File: config.mk
export PLATFORM = sky130hd
export DESIGN_NAME = burst_pattern_gen
export DESIGN_NICKNAME = d
export VERILOG_FILES = /design/src/rtl/burst_pattern_gen.sv
export SDC_FILE = /design/constraint.sdc
export NUM_CORES = 1
export LEC_CHECK = 0
export ABC_AREA = 1
export CORE_MARGIN = 2
export CORE_UTILIZATION = 55
export CTS_CLUSTER_SIZE = 16
export DETAILED_ROUTE_END_ITERATION = 7
export PLACE_DENSITY_LB_ADDON = 0.25
export SYNTH_ARGS = -nofsm -noshare
export SYNTH_HDL_FRONTEND = slang
export SYNTH_SLANG_ARGS = --single-unit
File: constraint.sdc
create_clock -name clk -period 2.3 [get_ports clk]
set_input_delay 0.46 -clock clk [delete_from_list [all_inputs] [get_ports clk]]
set_output_delay 0.46 -clock clk [all_outputs]
set_load 0.05 [all_outputs]
File: src/rtl/burst_pattern_gen.sv
// Framed burst pattern source: optional header word, BURST_LEN payload words
// (ramp / constant / LFSR / walking-one), then GAP_LEN idle cycles. It can
// repeat frames continuously and honours downstream backpressure.
//
// state | meaning
// IDLE  | no activity, data_out = IDLE_VAL, waiting for start
// HDR   | presenting the header word (frame_cnt), sof asserted
// DATA  | presenting payload word idx_q, eof on the last word
// GAP   | inter-frame idle, gap_q counts down to zero
module burst_pattern_gen #(
  parameter int unsigned       DATA_W    = 8,
  parameter int unsigned       BURST_LEN = 48,
  parameter int unsigned       GAP_LEN   = 16,
  parameter logic [DATA_W-1:0] IDLE_VAL  = DATA_W'(200),
  parameter bit                HDR_EN    = 1'b1,
  parameter logic [DATA_W-1:0] LFSR_TAPS = DATA_W'(8'hB8)
) (
  input  logic              clk,
  input  logic              rst,
  input  logic              start,
  input  logic              abort,
  input  logic              cont,
  input  logic [1:0]        mode,
  input  logic [DATA_W-1:0] ini_val,
  input  logic              out_ready,
  output logic [DATA_W-1:0] data_out,
  output logic              dv,
  output logic              sof,
  output logic              eof,
  output logic              busy,
  output logic [15:0]       frame_cnt
);

  typedef enum logic [1:0] {
    ST_IDLE = 2'd0,
    ST_HDR  = 2'd1,
    ST_DATA = 2'd2,
    ST_GAP  = 2'd3
  } state_t;

  localparam logic [15:0] LAST_IDX = 16'(BURST_LEN - 1);
  localparam logic [15:0] GAP_LOAD = 16'(GAP_LEN - 1);
  localparam logic        ONE_WORD = (BURST_LEN == 1);

  state_t            state, state_n;
  logic [1:0]        mode_q, mode_n;
  logic [DATA_W-1:0] ini_q, ini_n;
  logic [15:0]       idx_q, idx_n;
  logic [15:0]       gap_q, gap_n;
  logic [DATA_W-1:0] data_n;
  logic              dv_n, sof_n, eof_n;
  logic [15:0]       fcnt_n;
  logic              xfer;
  logic              launch;
  logic [1:0]        l_mode;
  logic [DATA_W-1:0] l_ini;
  logic [DATA_W-1:0] l_hdr;

  // Payload word 0 of a frame for the given pattern and seed.
  function automatic logic [DATA_W-1:0] first_word(input logic [1:0] m,
                                                   input logic [DATA_W-1:0] seed);
    logic [DATA_W-1:0] w;
    int unsigned       sh;
    w  = seed;
    sh = 0;
    case (m)
      2'd2: if (seed == '0) w = DATA_W'(1);
      2'd3: begin
        sh = 32'(seed) % DATA_W;
        w  = DATA_W'(1) << sh;
      end
      default: w = seed;
    endcase
    return w;
  endfunction

  // Next payload word derived from the word currently on data_out.
  function automatic logic [DATA_W-1:0] next_word(input logic [1:0] m,
                                                  input logic [DATA_W-1:0] w);
    logic [DATA_W-1:0] n;
    n = w;
    case (m)
      2'd0: n = w + DATA_W'(1);
      2'd1: n = w;
      2'd2: begin
        n = w >> 1;
        if (w[0]) n = n ^ LFSR_TAPS;
      end
      default: n = {w[DATA_W-2:0], w[DATA_W-1]};
    endcase
    return n;
  endfunction

  assign xfer = dv & out_ready;

  // State register.
  always_ff @(posedge clk or negedge rst) begin
    if (!rst) state <= ST_IDLE;
    else      state <= state_n;
  end

  // Next-state and next-output decode; abort overrides everything.
  always_comb begin
    state_n = state;
    mode_n  = mode_q;
    ini_n   = ini_q;
    idx_n   = idx_q;
    gap_n   = gap_q;
    data_n  = data_out;
    dv_n    = dv;
    sof_n   = sof;
    eof_n   = eof;
    fcnt_n  = frame_cnt;
    launch  = 1'b0;
    l_mode  = mode_q;
    l_ini   = ini_q;
    l_hdr   = DATA_W'(frame_cnt);

    if (abort) begin
      state_n = ST_IDLE;
      dv_n    = 1'b0;
      sof_n   = 1'b0;
      eof_n   = 1'b0;
      data_n  = IDLE_VAL;
    end else begin
      case (state)
        ST_IDLE: begin
          if (start) begin
            mode_n = mode;
            ini_n  = ini_val;
            l_mode = mode;
            l_ini  = ini_val;
            launch = 1'b1;
          end
        end
        ST_HDR: begin
          if (xfer) begin
            state_n = ST_DATA;
            idx_n   = '0;
            sof_n   = 1'b0;
            eof_n   = ONE_WORD;
            data_n  = first_word(mode_q, ini_q);
          end
        end
        ST_DATA: begin
          if (xfer) begin
            if (idx_q == LAST_IDX) begin
              fcnt_n = frame_cnt + 16'd1;
              dv_n   = 1'b0;
              sof_n  = 1'b0;
              eof_n  = 1'b0;
              data_n = IDLE_VAL;
              if (GAP_LEN > 0) begin
                state_n = ST_GAP;
                gap_n   = GAP_LOAD;
              end else if (cont) begin
                launch = 1'b1;
                l_hdr  = DATA_W'(frame_cnt + 16'd1);
              end else begin
                state_n = ST_IDLE;
              end
            end else begin
              idx_n  = idx_q + 16'd1;
              sof_n  = 1'b0;
              eof_n  = ((idx_q + 16'd1) == LAST_IDX);
              data_n = next_word(mode_q, data_out);
            end
          end
        end
        ST_GAP: begin
          if (gap_q == '0) begin
            if (cont) launch = 1'b1;
            else      state_n = ST_IDLE;
          end else begin
            gap_n = gap_q - 16'd1;
          end
        end
        default: state_n = ST_IDLE;
      endcase

      if (launch) begin
        dv_n  = 1'b1;
        sof_n = 1'b1;
        if (HDR_EN) begin
          state_n = ST_HDR;
          eof_n   = 1'b0;
          data_n  = l_hdr;
        end else begin
          state_n = ST_DATA;
          idx_n   = '0;
          eof_n   = ONE_WORD;
          data_n  = first_word(l_mode, l_ini);
        end
      end
    end
  end

  // Registered outputs, latched configuration and the index/gap counters.
  always_ff @(posedge clk or negedge rst) begin
    if (!rst) begin
      mode_q    <= '0;
      ini_q     <= '0;
      idx_q     <= '0;
      gap_q     <= '0;
      data_out  <= IDLE_VAL;
      dv        <= 1'b0;
      sof       <= 1'b0;
      eof       <= 1'b0;
      busy      <= 1'b0;
      frame_cnt <= '0;
    end else begin
      mode_q    <= mode_n;
      ini_q     <= ini_n;
      idx_q     <= idx_n;
      gap_q     <= gap_n;
      data_out  <= data_n;
      dv        <= dv_n;
      sof       <= sof_n;
      eof       <= eof_n;
      busy      <= (state_n != ST_IDLE);
      frame_cnt <= fcnt_n;
    end
  end

endmodule

## Word level (Yosys, flattened, before mapping)

Cells that the tools add are included.

| word-level totals | value |
|---|---|
| memory bits (read-only) | 0 |
| memory bits (writable) | 0 |
| word-level logic and storage cells | 101 |
| bits in latches | 0 |
| memories kept | 0 |
| register bits after elaboration | 72 |

| operators by class | value |
|---|---|
| reductions and logical operators | 21 |
| bitwise operators | 3 |
| add/sub/neg operators | 4 |
| multipliers | 0 |
| mux-type cells | 45 |
| $lt $le $gt $ge | 0 |
| div/mod/pow operators | 0 |
| shifts and indexed selects | 1 |
| equality and inequality tests | 16 |

Operator list:

| kind | count |
|---|---|
| $mux W16 | 6 |
| $pmux W16 S2 | 2 |
| $mux W8 | 7 |
| $add A16 B1 Y16 const B | 2 |
| $eq A16 B6 Y1 const B | 2 |
| $pmux W8 S2 | 2 |
| $pmux W8 S3 | 1 |
| $mux W1 | 17 |
| $logic_not A16 Y1 | 1 |
| $sub A16 B1 Y16 const B | 1 |
| $mux W2 | 7 |
| $reduce_bool A3 Y1 | 4 |
| $ne A2 B2 Y1 const B | 5 |
| $reduce_and A5 Y1 | 2 |
| $reduce_and A3 Y1 | 3 |
| $add A8 B1 Y8 const B | 1 |
| $eq A2 B2 Y1 const B | 4 |
| $logic_not A8 Y1 | 1 |
| $ne A4 B4 Y1 const B | 2 |
| $reduce_and A4 Y1 | 2 |
| $shl A1 B3 Y8 const A | 1 |
| $pmux W2 S3 | 1 |
| $reduce_bool A2 Y1 | 3 |
| $ne A5 B5 Y1 const B | 1 |
| other kinds (9) | 12 |

## Logic depth before layout (Yosys ltp)

| logic depth | value |
|---|---|
| word-level depth | 8 |
| mapped depth | 13 |

## Least setup slack after synthesis

OpenSTA, ideal clock, no wires.

| timing path | value |
|---|---|
| kind | register -> register |
| start | register dv |
| end | register gap_q[15] |
| cell stages (with the launch flop) | 9 |
| path slack | 0.456 ns |
| clock period less this slack | 1.844 ns |
| path buffers | 2 |
| required time | 2.208 ns |
| arrival | 1.752 ns |
| path through | dfrtp_1 > nand2_1 > inv_2 > o21ai_0 > a21oi_1 > nand3_2 > buf_6 > buf_6 > o31ai_2 |

| on the way | value |
|---|---|
| longest elaborated chain between the ends | 3 |

RTL lines:

| item | RTL line | source |
|---|---|---|
| start: declaration | 27 | `output logic dv,` |
| start signal: assignment | 217 | `dv <= dv_n;` |
| $and A1 B1 Y1 | 94 | `assign xfer = dv & out_ready;` |
| $ne A2 B2 Y1 (no source line) | -- |  |
| $reduce_and A5 Y1 (no source line) | -- |  |
| end signal: assignment | 215 | `gap_q <= gap_n;` |
| end: declaration | 49 | `logic [15:0] gap_q, gap_n;` |

Every way passes these cells.
A chain may end at the register's enable or synchronous reset.

## Worst setup path after layout

| timing path | value |
|---|---|
| start | register data_out[7] |
| end | output port data_out[7] |

RTL lines:

| item | RTL line | source |
|---|---|---|
| start: declaration | 26 | `output logic [DATA_W-1:0] data_out,` |
| start signal: assignment | 216 | `data_out <= data_n;` |

No word-level cell between the ends.

==> impl_metrics.json <==
{
  "cp-end-kind": "primary output",
  "rsz0062_at_grt": "no",
  "dieArea_um2": 9410,
  "fp.dieH_um": 97.0,
  "cts_sinks": 72,
  "slew_viol_final": 0,
  "io_pins": 44,
  "coreArea_um2": 8300,
  "cap_violations": 0,
  "antenna_found_initial": 0,
  "clock_latency_ns": 0.36,
  "start_util": 0.573,
  "tns_ns": 0,
  "die_width_um": 97.0,
  "drc": 0,
  "hpwl_um": 8820,
  "diodes": 0,
  "layout.nets": 738,
  "ys_seq_elements": 72,
  "skew_ns": 0.0169,
  "h-tree-depth": 3,
  "fmax_mhz": 444,
  "layout-drive-gt1-share": 0.109,
  "fillerInstances": 694,
  "crit_path_cell_trace": "clkdlybuf4s50_1",
  "num_vias": 4493,
  "crit_family": "buffers and inverters",
  "drtIter0Drc": 340,
  "setup_viol": 0,
  "area_growth_pct": 16.3,
  "netlist_area_um2": 4760,
  "tightest_slew_ns": 0.518,
  "synth_cell_types": 42,
  "async_flop_share": 1.00,
  "globalRouteOverflowTotal": 0,
  "post_cts_buffers": 0,
  "post_drt_wl_per_cell_um": 14.2,
  "hold_buffers": 0,
  "p_leak_uw": 0.00262,
  "final.min_clock_period_ns": 2.25,
  "multi_input_area_um2": 2570,
  "netlist_instances": 658,
  "grt_pass1_vias": 4157,
  "post-route-util": 0.667,
  "seqCellArea_um2": 1810,
  "cts_root_buf": "clkbuf_8",
  "io_buffers": 43,
  "grt_pass1_wl_um": 19800,
  "synth_flop_cell": "dfrtp_1",
  "ir_drop_uv": 500,
  "syn_avg_cell_area_um2": 7.23,
  "max_stage_delay_ns": 0.82,
  "place_congestion": 0.908,
  "ant_nets": 0,
  "max_slew_margin": 0.654,
  "firstDrtPassIters": 4,
  "grt_start_max_net_pins": 73,
  "path_class": "reg2out",
  "synth-edff-count": 0,
  "cts_resized": 0,
  "p_per_area_nw_per_um2": 613,
  "fin_crit_sh": 0.980,
  "slowest_stage": "clkdlybuf4s50_1",
  "crit_fanout": 6,
  "cts-buffers-inserted": 9,
  "clkTransAtPathRegs_ns": 0.09,
  "cts_tree": "yes",
  "via_per_inst": 5.48,
  "gr-usage-all-layers": 0.254,
  "hold_class": "in2async",
  "drt_wl_total_um": 11700,
  "cp_num_buf_inv": 1,
  "hold_viol": 0,
  "required_ns": 1.84,
  "run_status": "finished clean",
  "yosysSeqAreaShare": 0.380,
  "rows": 33,
  "ys_warn_count": 0,
  "arrival_ns": 1.79,
  "syn-num-nets": 686,
  "start_kind": "flip-flop",
  "cts_buffer_depth": 2
}
## synthesized netlist by cell type (2+ instances only)
library cell	instances	area, µm²
o22ai_1	9	56.3
o21ai_0	34	170
nor3_1	15	75.1
inv_2	13	48.8
a21oi_1	20	100
xnor2_1	8	70.1
buf_6	3	33.8
a211oi_1	3	22.5
nand2_1	174	653
nor2_2	6	37.5
o31ai_1	4	30.0
o31ai_2	2	25.0
nand2_2	5	31.3
ha_1	12	150
nor2_1	86	323
clkbuf_1	5	18.8
dfstp_2	3	78.8
xor2_1	22	193
o21ai_1	2	10.0
dfrtp_1	69	1730
nor4_1	2	12.5
nand3_1	48	240
mux2_2	4	45.0
inv_1	67	251
nand4_1	14	87.6
or2_2	2	12.5
nand3_4	2	35.0
nor2_4	7	78.8
buf_2	4	20.0
## metal layers
layer / global-route usage / vias up / wire (µm) / part of all wire
met3: 0.0405 / 26 / 660 / 0.057
met5: 0 / - / 0 / 0
met4: 0.0867 / 0 / 257 / 0.022
met2: 0.395 / 159 / 5440 / 0.47
li1: - / 2228 / - / -
met1: 0.363 / 2080 / 5290 / 0.45
## cell families (layout without fill, tap and decap cells)
kind of cell               after synthesis  count (layout)  share of synthesized area
and+or+nand+nor                        367             367                      0.347
buffers and inverters                   93             150                     0.0795
AOI/OAI and AO/OA                       80              80                     0.0979
DFF                                     72              72                      0.380
xor gates and xnor gates                30              30                     0.0552
adders and majority gates               12              12                     0.0316
muxes                                    4               4                    0.00947
## registers in the layout (all words and copies together), names as in the netlist
register and flops:
data_out 8, eof 1, gap_q 16, state 2
dv 1, sof 1, mode_q 2, ini_q 8
frame_cnt 16, idx_q 16, busy 1
## cell type report
type | instances | area share
inverter | 81 | 0.0552
multi-input combinational | 493 | 0.465
tap | 105 | 0.0237
clock buffer | 10 | 0.0249
sequential | 72 | 0.326
clock inverter | 6 | 0.0122
timing repair buffer | 53 | 0.0927
## placed cells by master (no fill, tap or decap), types with 13 or more instances in the layout
master           instances
nand3_1                 48
nor3_1                  15
nand4_1                 14
a21oi_1                 20
nand2_1                174
inv_1                   67
clkdlybuf4s50_1         42
nor2_1                  86
xor2_1                  22
o21ai_0                 34
inv_2                   13
dfrtp_1                 69
## report_power, final
part	internal [µW]	total, µW	switching, µW
Clock	534	1050	516
Combinational	290	839	548
Sequential	1370	1500	134
## metrics by stage
step,worst slack (ns),cells,power (µW),instance area [µm²],hold slack (ns)
2_1_floorplan,0.456,658,2060,4760,0.164
3_3_place_gp,0.197,804,2330,5330,0.471
3_5_place_dp,0.129,804,2340,5330,0.475
4_1_cts,0.0518,820,3390,5530,0.136
5_1_grt,0.00968,820,3550,5530,0.154
6_report,0.0461,820,3390,5530,0.0901
## final timing paths
kind / to / cells past startpoint / slack (ns) / start
setup / recovery: data_out[7] / 1 / 0.05 / data_out[7]
hold / removal: gap_q[11] / 2 / 0.09 / rst
setup reg to reg: gap_q[3] / 10 / 0.14 / state[0]
hold reg to reg: data_out[6] / 2 / 0.50 / data_out[6]
max in group asynchronous: data_out[3] / 2 / 1.82 / rst
min in group clk: data_out[6] / 2 / 0.50 / data_out[6]
No activity file was read; power rests on OpenSTA's default activity.
